--- config.mk ---
export PLATFORM = sky130hd
export DESIGN_NAME = clk_div_monitor
export DESIGN_NICKNAME = d
export VERILOG_FILES = /design/src/rtl/clk_mon_pkg.sv /design/src/rtl/clk_mon_sync.sv /design/src/rtl/clk_div_monitor.sv
export SDC_FILE = /design/constraint.sdc
export NUM_CORES = 1
export LEC_CHECK = 0
export CAP_MARGIN = 25
export CORE_UTILIZATION = 45
export CTS_BUF_LIST = sky130_fd_sc_hd__clkbuf_4 sky130_fd_sc_hd__clkbuf_8
export DETAILED_ROUTE_END_ITERATION = 10
export PLACE_DENSITY = 0.7
export REMOVE_ABC_BUFFERS = 1
export SLEW_MARGIN = 25
export SYNTH_ARGS = -nofsm -noshare
export SYNTH_HDL_FRONTEND = slang
export SYNTH_SLANG_ARGS = --single-unit
--- constraint.sdc ---
create_clock -name sys_clk -period 3.7 [get_ports sys_clk]
set_input_delay 0.555 -clock sys_clk [delete_from_list [all_inputs] [get_ports sys_clk]]
set_output_delay 0.555 -clock sys_clk [all_outputs]
set_load 0.01 [all_outputs]
--- src/rtl/clk_mon_pkg.sv ---
// Shared types and helpers for the divided-clock monitor: state encoding and
// the duty-cycle acceptance bounds derived from the expected period.
package clk_mon_pkg;

    typedef enum logic [1:0] {
        IDLE    = 2'd0,
        MEASURE = 2'd1,
        LOCKED  = 2'd2
    } mon_state_e;

    // Lower bound of the accepted high-sample count for a given period.
    function automatic int duty_lo(input int exp_period);
        return exp_period / 2;
    endfunction

    // Upper bound of the accepted high-sample count; equals duty_lo for even periods.
    function automatic int duty_hi(input int exp_period);
        return (exp_period + 1) / 2;
    endfunction

endpackage

--- src/rtl/clk_mon_sync.sv ---
// Two-flop synchronizer for the monitored clock plus a one-cycle history flop
// used to detect rising edges in the sys_clk domain.
module clk_mon_sync (
    input  logic sys_clk,
    input  logic sys_rst_n,
    input  logic clk_in,
    output logic s2,
    output logic rise
);

    logic s1_r;
    logic s2_r;
    logic s3_r;

    // Synchronizer chain and edge-history register.
    always_ff @(posedge sys_clk or negedge sys_rst_n) begin
        if (!sys_rst_n) begin
            s1_r <= 1'b0;
            s2_r <= 1'b0;
            s3_r <= 1'b0;
        end else begin
            s1_r <= clk_in;
            s2_r <= s1_r;
            s3_r <= s2_r;
        end
    end

    assign s2   = s2_r;
    assign rise = s2_r & ~s3_r;

endmodule

--- src/rtl/clk_div_monitor.sv ---
// Divided-clock monitor: measures clk_in rise-to-rise periods in sys_clk cycles,
// locks after LOCK_CNT good periods, flags bad periods and a stopped clock.
// Optional duty-cycle check is built when CLK_MON_DUTY_CHECK_EN is defined.
module clk_div_monitor
    import clk_mon_pkg::*;
#(
    parameter int EXP_PERIOD = 5,
    parameter int CNT_W      = 8,
    parameter int LOCK_CNT   = 4
) (
    input  logic             sys_clk,
    input  logic             sys_rst_n,
    input  logic             clk_in,
    output logic [CNT_W-1:0] period_out,
    output logic [CNT_W-1:0] high_out,
    output logic             period_valid,
    output logic             locked,
    output logic             err
);

    localparam int               GOOD_W   = $clog2(LOCK_CNT + 1);
    localparam logic [CNT_W-1:0] PER_SAT  = CNT_W'(2 * EXP_PERIOD);
    localparam logic [CNT_W-1:0] EXP_CNT  = CNT_W'(EXP_PERIOD);
    localparam logic [GOOD_W-1:0] LOCK_TGT = GOOD_W'(LOCK_CNT);

    logic              s2_s;
    logic              rise_s;
    logic              duty_ok_s;
    logic              good_s;
    logic [CNT_W-1:0]  per_cnt_r;
    logic [GOOD_W-1:0] good_cnt_r;
    mon_state_e        state_r;

    clk_mon_sync u_sync (
        .sys_clk   (sys_clk),
        .sys_rst_n (sys_rst_n),
        .clk_in    (clk_in),
        .s2        (s2_s),
        .rise      (rise_s)
    );

    // Period counter: restarts at 1 on each rise and saturates at the timeout value.
    always_ff @(posedge sys_clk or negedge sys_rst_n) begin
        if (!sys_rst_n) begin
            per_cnt_r <= {CNT_W{1'b0}};
        end else if (rise_s) begin
            per_cnt_r <= CNT_W'(1);
        end else if (per_cnt_r != PER_SAT) begin
            per_cnt_r <= per_cnt_r + CNT_W'(1);
        end else begin
            per_cnt_r <= per_cnt_r;
        end
    end

`ifdef CLK_MON_DUTY_CHECK_EN
    localparam logic [CNT_W-1:0] DUTY_LO = CNT_W'(duty_lo(EXP_PERIOD));
    localparam logic [CNT_W-1:0] DUTY_HI = CNT_W'(duty_hi(EXP_PERIOD));

    logic [CNT_W-1:0] high_cnt_r;
    logic [CNT_W-1:0] high_out_r;

    // High-sample counter; the rise cycle itself is the first high sample.
    always_ff @(posedge sys_clk or negedge sys_rst_n) begin
        if (!sys_rst_n) begin
            high_cnt_r <= {CNT_W{1'b0}};
        end else if (rise_s) begin
            high_cnt_r <= CNT_W'(1);
        end else if (s2_s && (high_cnt_r != PER_SAT)) begin
            high_cnt_r <= high_cnt_r + CNT_W'(1);
        end else begin
            high_cnt_r <= high_cnt_r;
        end
    end

    // High count is published alongside period_out on every capture.
    always_ff @(posedge sys_clk or negedge sys_rst_n) begin
        if (!sys_rst_n) begin
            high_out_r <= {CNT_W{1'b0}};
        end else if (rise_s && (state_r != IDLE)) begin
            high_out_r <= high_cnt_r;
        end else begin
            high_out_r <= high_out_r;
        end
    end

    assign duty_ok_s = (high_cnt_r == DUTY_LO) || (high_cnt_r == DUTY_HI);
    assign high_out  = high_out_r;
`else
    logic unused_s2_s;

    assign unused_s2_s = s2_s;
    assign duty_ok_s   = 1'b1;
    assign high_out    = {CNT_W{1'b0}};
`endif

    assign good_s = (per_cnt_r == EXP_CNT) && duty_ok_s;

    // Lock FSM with registered status outputs; a rise coinciding with timeout is a capture.
    always_ff @(posedge sys_clk or negedge sys_rst_n) begin
        if (!sys_rst_n) begin
            state_r      <= IDLE;
            good_cnt_r   <= {GOOD_W{1'b0}};
            period_out   <= {CNT_W{1'b0}};
            period_valid <= 1'b0;
            locked       <= 1'b0;
            err          <= 1'b0;
        end else begin
            period_valid <= 1'b0;
            err          <= 1'b0;
            case (state_r)
                IDLE: begin
                    locked <= 1'b0;
                    if (rise_s) begin
                        state_r    <= MEASURE;
                        good_cnt_r <= {GOOD_W{1'b0}};
                    end else begin
                        state_r <= IDLE;
                    end
                end
                MEASURE, LOCKED: begin
                    if (rise_s) begin
                        period_out   <= per_cnt_r;
                        period_valid <= 1'b1;
                        if (!good_s) begin
                            state_r    <= MEASURE;
                            good_cnt_r <= {GOOD_W{1'b0}};
                            locked     <= 1'b0;
                            err        <= 1'b1;
                        end else if (state_r == LOCKED) begin
                            locked <= 1'b1;
                        end else if ((good_cnt_r + GOOD_W'(1)) == LOCK_TGT) begin
                            state_r    <= LOCKED;
                            good_cnt_r <= LOCK_TGT;
                            locked     <= 1'b1;
                        end else begin
                            good_cnt_r <= good_cnt_r + GOOD_W'(1);
                        end
                    end else if (per_cnt_r == PER_SAT) begin
                        state_r    <= IDLE;
                        good_cnt_r <= {GOOD_W{1'b0}};
                        locked     <= 1'b0;
                        err        <= 1'b1;
                    end else begin
                        state_r <= state_r;
                    end
                end
                default: begin
                    state_r    <= IDLE;
                    good_cnt_r <= {GOOD_W{1'b0}};
                    locked     <= 1'b0;
                end
            endcase
        end
    end

endmodule

# [Word-level counts from Yosys, hierarchy flattened]
# Cells that the tools add are included.
[op_classes] reduce_logical=7 muxes=28 n_bitwise=2 n_addsub=2 eq_ne=11
[op_table] operator="2-to-1 mux 3 bit" count=6
[op_table] operator="2-to-1 mux 8 bit" count=2
[op_table] operator="2-to-1 mux 1 bit" count=13
[op_table] operator="2-to-1 mux 2 bit" count=5
[op_table] operator="adder 8 x 1 -> 8 bit (second input constant)" count=1
[op_table] operator="equality test 8 x 3 -> 1 bit (second input constant)" count=1
[op_table] operator="equality test 8 x 4 -> 1 bit (second input constant)" count=1
[op_table] operator="!= test 4 bit (second input constant)" count=2
[op_table] operator="!= test 8 x 4 -> 1 bit (second input constant)" count=1
[op_table] operator="one-hot mux 3 bit (2 select lines)" count=1
[op_table] operator="AND reduction 3 bit" count=2
[op_table] operator="!= test 5 bit (second input constant)" count=1
[op_table] operator="one-hot mux 2 bit (2 select lines)" count=1
[op_table] operator="AND reduction 2 bit" count=2
[op_table] operator="adder 3 x 1 -> 3 bit (second input constant)" count=1
[op_table] operator="equality test 3 bit (second input constant)" count=1
[op_table] operator="!= test 3 bit (second input constant)" count=1
[op_table] operator="equality test 2 x 1 -> 1 bit (second input constant)" count=1
[op_table] operator="equality test 2 bit (second input constant)" count=1
[op_table] operator="logical NOT 2 bit" count=1
[op_table] operator="!= test 2 bit (second input constant)" count=1
[op_table] operator="nonzero test 2 bit" count=1
[op_table] operator="OR reduction 2 bit" count=1
[op_table] operator="bitwise AND 1 bit" count=1
[op_table] operator="inverter 1 bit" count=1
[totals] ff_bits=27 wordCells=60 in_bits=3 out_inout_bits=19

# [Longest topological paths before layout]
[depth] depth_word=7 mapped_depth=7 mapped_depth_nobuf=7

# [By module]
# A second synthesis with hierarchy kept.
[unflattened] cells_unflattened=124 hier_area_um2=1397.6
[modules_own_cells] module="clk_div_monitor" seq_area_each_um2=600.6 cells_per_inst=120 instances=1 area_per_inst_um2=1308.8
[modules_own_cells] module="clk_mon_sync" seq_area_each_um2=75.1 cells_per_inst=4 instances=1 area_per_inst_um2=88.8

# [Least setup slack after synthesis]
# No wires, ideal clock.
[synth_path] kind="reg-to-reg" startpoint="register per_cnt_r[4]" endpoint="register good_cnt_r[0]" arrival_ns=1.739 required_ns=3.575 path_stages_with_launch=5 period_less_slack_ns=1.863 setup_ns=0.125 path_slack_ns=1.837 path_buffers=0 path_cell_list="dfrtp_1 or4_4 o311ai_4 o221ai_2 mux2_2"
[synth_between] elab_chain_len=4 word_cells_on_any_way=8 classes_between="eq/ne: 4; mux: 3; reduce/logical: 1"
[synth_rtl] element="from (decl)" line_no="clk_div_monitor.sv:30" source="logic [CNT_W-1:0] per_cnt_r;"
[synth_rtl] element="from (signal assigned)" line_no="clk_div_monitor.sv:45" source="per_cnt_r <= {CNT_W{1'b0}};"
[synth_rtl] element="from (signal assigned)" line_no="clk_div_monitor.sv:49" source="per_cnt_r <= per_cnt_r + CNT_W'(1);"
[synth_rtl] element="from (signal assigned)" line_no="clk_div_monitor.sv:51" source="per_cnt_r <= per_cnt_r;"
[synth_rtl] element="equality test 8 x 3 -> 1 bit" line_no="clk_div_monitor.sv:96" source="assign good_s = (per_cnt_r == EXP_CNT) && duty_ok_s;"
[synth_rtl] element="2-to-1 mux 3 bit" line_no="clk_div_monitor.sv:124" source="if (!good_s) begin"
[synth_rtl] element="2-to-1 mux 3 bit" line_no="clk_div_monitor.sv:121" source="if (rise_s) begin"
[synth_rtl] element="one-hot mux 3 bit (2 select lines)" line_no="clk_div_monitor.sv:110" source="case (state_r)"
[synth_rtl] element="to (signal assigned)" line_no="clk_div_monitor.sv:102" source="good_cnt_r <= {GOOD_W{1'b0}};"
[synth_rtl] element="to (signal assigned)" line_no="clk_div_monitor.sv:115" source="good_cnt_r <= {GOOD_W{1'b0}};"
[synth_rtl] element="to (signal assigned)" line_no="clk_div_monitor.sv:126" source="good_cnt_r <= {GOOD_W{1'b0}};"
[synth_rtl] element="to (decl)" line_no="clk_div_monitor.sv:31" source="logic [GOOD_W-1:0] good_cnt_r;"
# Parallel ways exist; a longest one is shown, timed or not.
# A chain may end at the register's enable or synchronous reset.

# [Final worst setup path]
[layout_path] startpoint="register state_r[0]" endpoint="register state_r[1]"
[layout_between] elab_chain_len=4 word_cells_on_any_way=9 classes_between="eq/ne: 5; mux: 1; reduce/logical: 3"
[layout_rtl] element="from (decl)" line_no="clk_div_monitor.sv:32" source="mon_state_e state_r;"
[layout_rtl] element="from (signal assigned)" line_no="clk_div_monitor.sv:144" source="state_r <= state_r;"
[layout_rtl] element="equality test 2 bit / equality test 2 x 1 -> 1 bit (equally long branches)" line_no="clk_div_monitor.sv:110, clk_div_monitor.sv:129"
[layout_rtl] element="OR reduction 2 bit" line_no="clk_div_monitor.sv:110"
[layout_rtl] element="!= test 4 bit (no line) / != test 3 bit (equally long branches)"
[layout_rtl] element="AND reduction 3 bit (no line)"
# Parallel ways exist; a longest one is shown, timed or not.

==> key figures <==
Layout
  • Diodes inserted: 0
  • Layout cells sized above 1: 0.1081
  • Fin cells: 179
  • Nets: between 150 and 200
  • Area growth syn-to-layout: 10.87%
  • Fin util: 0.5412

Logic synthesis
  • Syn Std Cell Area: 0.001393 mm²
  • Number of synthesized register bits: 27
  • Syn Area/Cell: 10.39 µm²
  • Library cells used by synthesis: 32
  • Most area-hungry cell type in the Yosys netlist: dfrtp_1
  • Synth top area share: 0.4852
  • Mapped Cells: about 130
  • Synth area leaders: dfrtp_1 (49%), ha_1 (8.1%), nand2_1 (7.0%)
  • Seq/Total Area, Yosys: 0.4852
  • Yosys warnings: 0

Route
  • Total wire length: 2284 µm
  • Vias per inst: 5.151
  • Iteration-0 DRC Markers: 20
  • Final ANT Viol Nets: 0
  • Drt pass-1 iters: 7
  • WL per Instance: 12.76 µm
  • DRC: 1
  • Via Count: 922

Setup path
  • Critical Path Fanout Max: 14
  • Delay-heaviest family, CP: simple AND/OR/NAND/NOR gates
  • Max incr delay on CP: 0.44 ns
  • Worst setup EP type: flip-flop
  • CP arrival: 2.66 ns
  • Setup CP Type: flip-flop to flip-flop
  • Crit path cell chain: inv_1 -> ha_1 -> nand3b_1 -> clkinv_1 -> o2111ai_1 -> o211ai_1 -> mux2_2
  • Crit path buf inv count: 2
  • CP max stage cell: nand3b_1
  • Worst Path Required: 3.91 ns
  • CP Launch Type: flip-flop

Clocking
  • PostCTS Resize Cnt: 0
  • TritonCTS clock tree: done
  • CTS H-tree depth: 1
  • Cts bufs inserted: 3
  • CTS root buf: clkbuf_4
  • Post CTS Setup Buffer Count: 0
  • Clk sinks: 27
  • Clock Pin Slew Worst Setup and Hold Paths: 0.13 ns
  • Number of hold buffers added after CTS: 0
  • Clk_lat worst skew: 0.32 ns
  • Clk buf depth: 2

Status
  • Status: finished, violations left
  • Failing checks: DRC

Die
  • Core ar.: 0.002853 mm²
  • Die width: 57.63 µm
  • Vert. Die Dim: slightly below 60 µm
  • Site Rows: 19
  • Die footprint: 0.003321 mm²
  • I/O pin total: 22
  • Initial Utilization: 0.4882

GRT
  • GRT Total Usage: 0.1609
  • Initial antenna violation count: 0
  • Number of global-route vias before repair: 917
  • Largest net degree at the start of global routing: 28
  • Overflow after GRT: 0
  • First-pass GRT wire length: 4112 µm

Timing
  • RSZ-0062 raised after global routing: false
  • Final min period: 2.446 ns
  • Final setup margin: 1.254 ns
  • Setup Viol. Count Final: 0
  • Actual slew at the worst max-slew pin: between 0.5 and 0.6 ns
  • FMAX: 408.8 MHz
  • Endpoints failing hold: 0
  • Fin Setup TNS: 0 ns
  • Clock Skew: 0.004939 ns
  • Worst rel slew slack: 0.6524
  • Slew Viols, Final: 0
  • Final period utilization: 0.6612

Place
  • GP Congestion: 0.7556
  • Placed insts: 175
  • DP HPWL: 1774 µm
  • PortBufs: 13
  • Setup WS pre-CTS: 1.229 ns

Power
  • Peak supply drop: 408.8 µV
  • Power Density: 477.2 mW/mm²
  • Static Leak: 0.0007738 µW

Worst hold path
  • Hold Crit Class: flip-flop to flip-flop

Run
  • Max-cap viol count: 0
-- cell usage in the layout (no fill, tap or decap) --
master	instances
dfrtp_1	27
nand2_1	26
clkdlybuf4s50_1	13
nor2_1	9
ha_1	9
conb_1	8
inv_1	7
nand3_1	5
xor2_1	5
nor3_1	4
mux2_2	4
clkbuf_4	4
xnor2_1	3
o21ai_0	3
nand3b_1	2
mux2i_1	2
a211oi_1	2
clkinv_1	1
or2b_2	1
nor4_1	1
and3b_1	1
or4_4	1
or3_2	1
o211a_1	1
and2b_2	1
o311ai_4	1
o221ai_2	1
o2111ai_1	1
and3_2	1
and3_1	1
o211ai_1	1
buf_4	1
-- worst register-to-register path: cells and delay by family, from the launching register on --
kind	cells	cell delay, ns
AO/OA/AOI/OAI	2	0.40
multiplexers	1	0.31
adder cells (fa/ha/maj)	1	0.37
flip-flops	1	0.40
AND/OR/NAND/NOR	1	0.44
buffers and inverters	2	0.43
-- state kept, by name, summed over array words and instances (netlist names) --
| signal | count |
|---|---|
| period_valid | 1 |
| u_sync.s3_r | 1 |
| good_cnt_r | 3 |
| state_r | 2 |
| u_sync.s2 | 1 |
| err | 1 |
| u_sync.s1_r | 1 |
| period_out | 8 |
| per_cnt_r | 8 |
| locked | 1 |
-- cell type report --
cell class	instances	area [µm²]
clock buffers	4	30.03
fillers	272	1309
inverters	8	30.03
multi-input cells	95	631.9
flip-flops and latches	27	675.6
well taps	31	38.79
repair buffers	14	137.6
-- kinds of logic after synthesis --
family | count (synthesis) | share of synthesized area
simple gates | 54 | 0.1842
flops | 27 | 0.4852
buf+inv | 19 | 0.07997
compound gates | 10 | 0.07008
fa+ha+maj | 9 | 0.08086
xor+xnor | 8 | 0.05032
mux | 6 | 0.04672
other cells | 1 | 0.002693
-- Yosys cell counts --
cell and number:
dfrtp_1 27, nand2_1 26, ha_1 9, nor2_1 9, buf_4 8, inv_1 7, nand3_1 5, xor2_1 5
mux2_2 4, nor3_1 4, o21ai_0 3, xnor2_1 3, a211oi_1 2, clkbuf_1 2, mux2i_1 2, nand3b_1 2
and2b_2 1, and3_1 1, and3_2 1, and3b_1 1, clkbuf_8 1, clkinv_1 1, conb_1 1, nor4_1 1
o2111ai_1 1, o211a_1 1, o211ai_1 1, o221ai_2 1, o311ai_4 1, or2b_2 1, or3_2 1, or4_4 1
-- power breakdown --
part | total (µW) | internal, µW | switching, µW
Combinational | 210 | 106 | 104
Sequential | 397 | 342 | 55.8
Clock | 129 | 49.5 | 79.9
Total | 737 | 497 | 240
-- metrics by stage --
stage	hold slack [ns]	power (µW)	area (µm²)
after floorplan	0.2594	522.3	1338
after global placement	0.3342	609.7	1514
after detailed placement	0.3426	615.2	1514
after CTS	0.3742	747.7	1544
after global routing	0.3940	790.2	1544
final	0.3714	736.7	1544
-- layer usage --
| layer | routed length [µm] | vias up | GRT usage |
|---|---|---|---|
| li1 | - | 455 | - |
| met1 | 1115 | 448 | 0.2199 |
| met2 | 1086 | 19 | 0.2625 |
| met3 | 82 | 0 | 0.04018 |
| met4 | 0 | 0 | 0.03136 |
| met5 | 0 | - | 0 |
-- worst paths after layout --
path	from	endpoint	slack (ns)	cells after the start
worst max-delay path	state_r[0]$_DFFE_PN0P_	state_r[1]$_DFFE_PN0P_	1.25	7
worst min-delay path	u_sync.s1_r$_DFF_PN0_	u_sync.s2$_DFF_PN0_	0.37	0
worst max register to register	state_r[0]$_DFFE_PN0P_	state_r[1]$_DFFE_PN0P_	1.25	7
worst min register to register	u_sync.s1_r$_DFF_PN0_	u_sync.s2$_DFF_PN0_	0.37	0
max in group asynchronous	sys_rst_n	u_sync.s3_r$_DFF_PN0_	2.87	2
min in group asynchronous	sys_rst_n	period_out[0]$_DFFE_PN0P_	0.59	2
(Power assumes the default switching activity.)
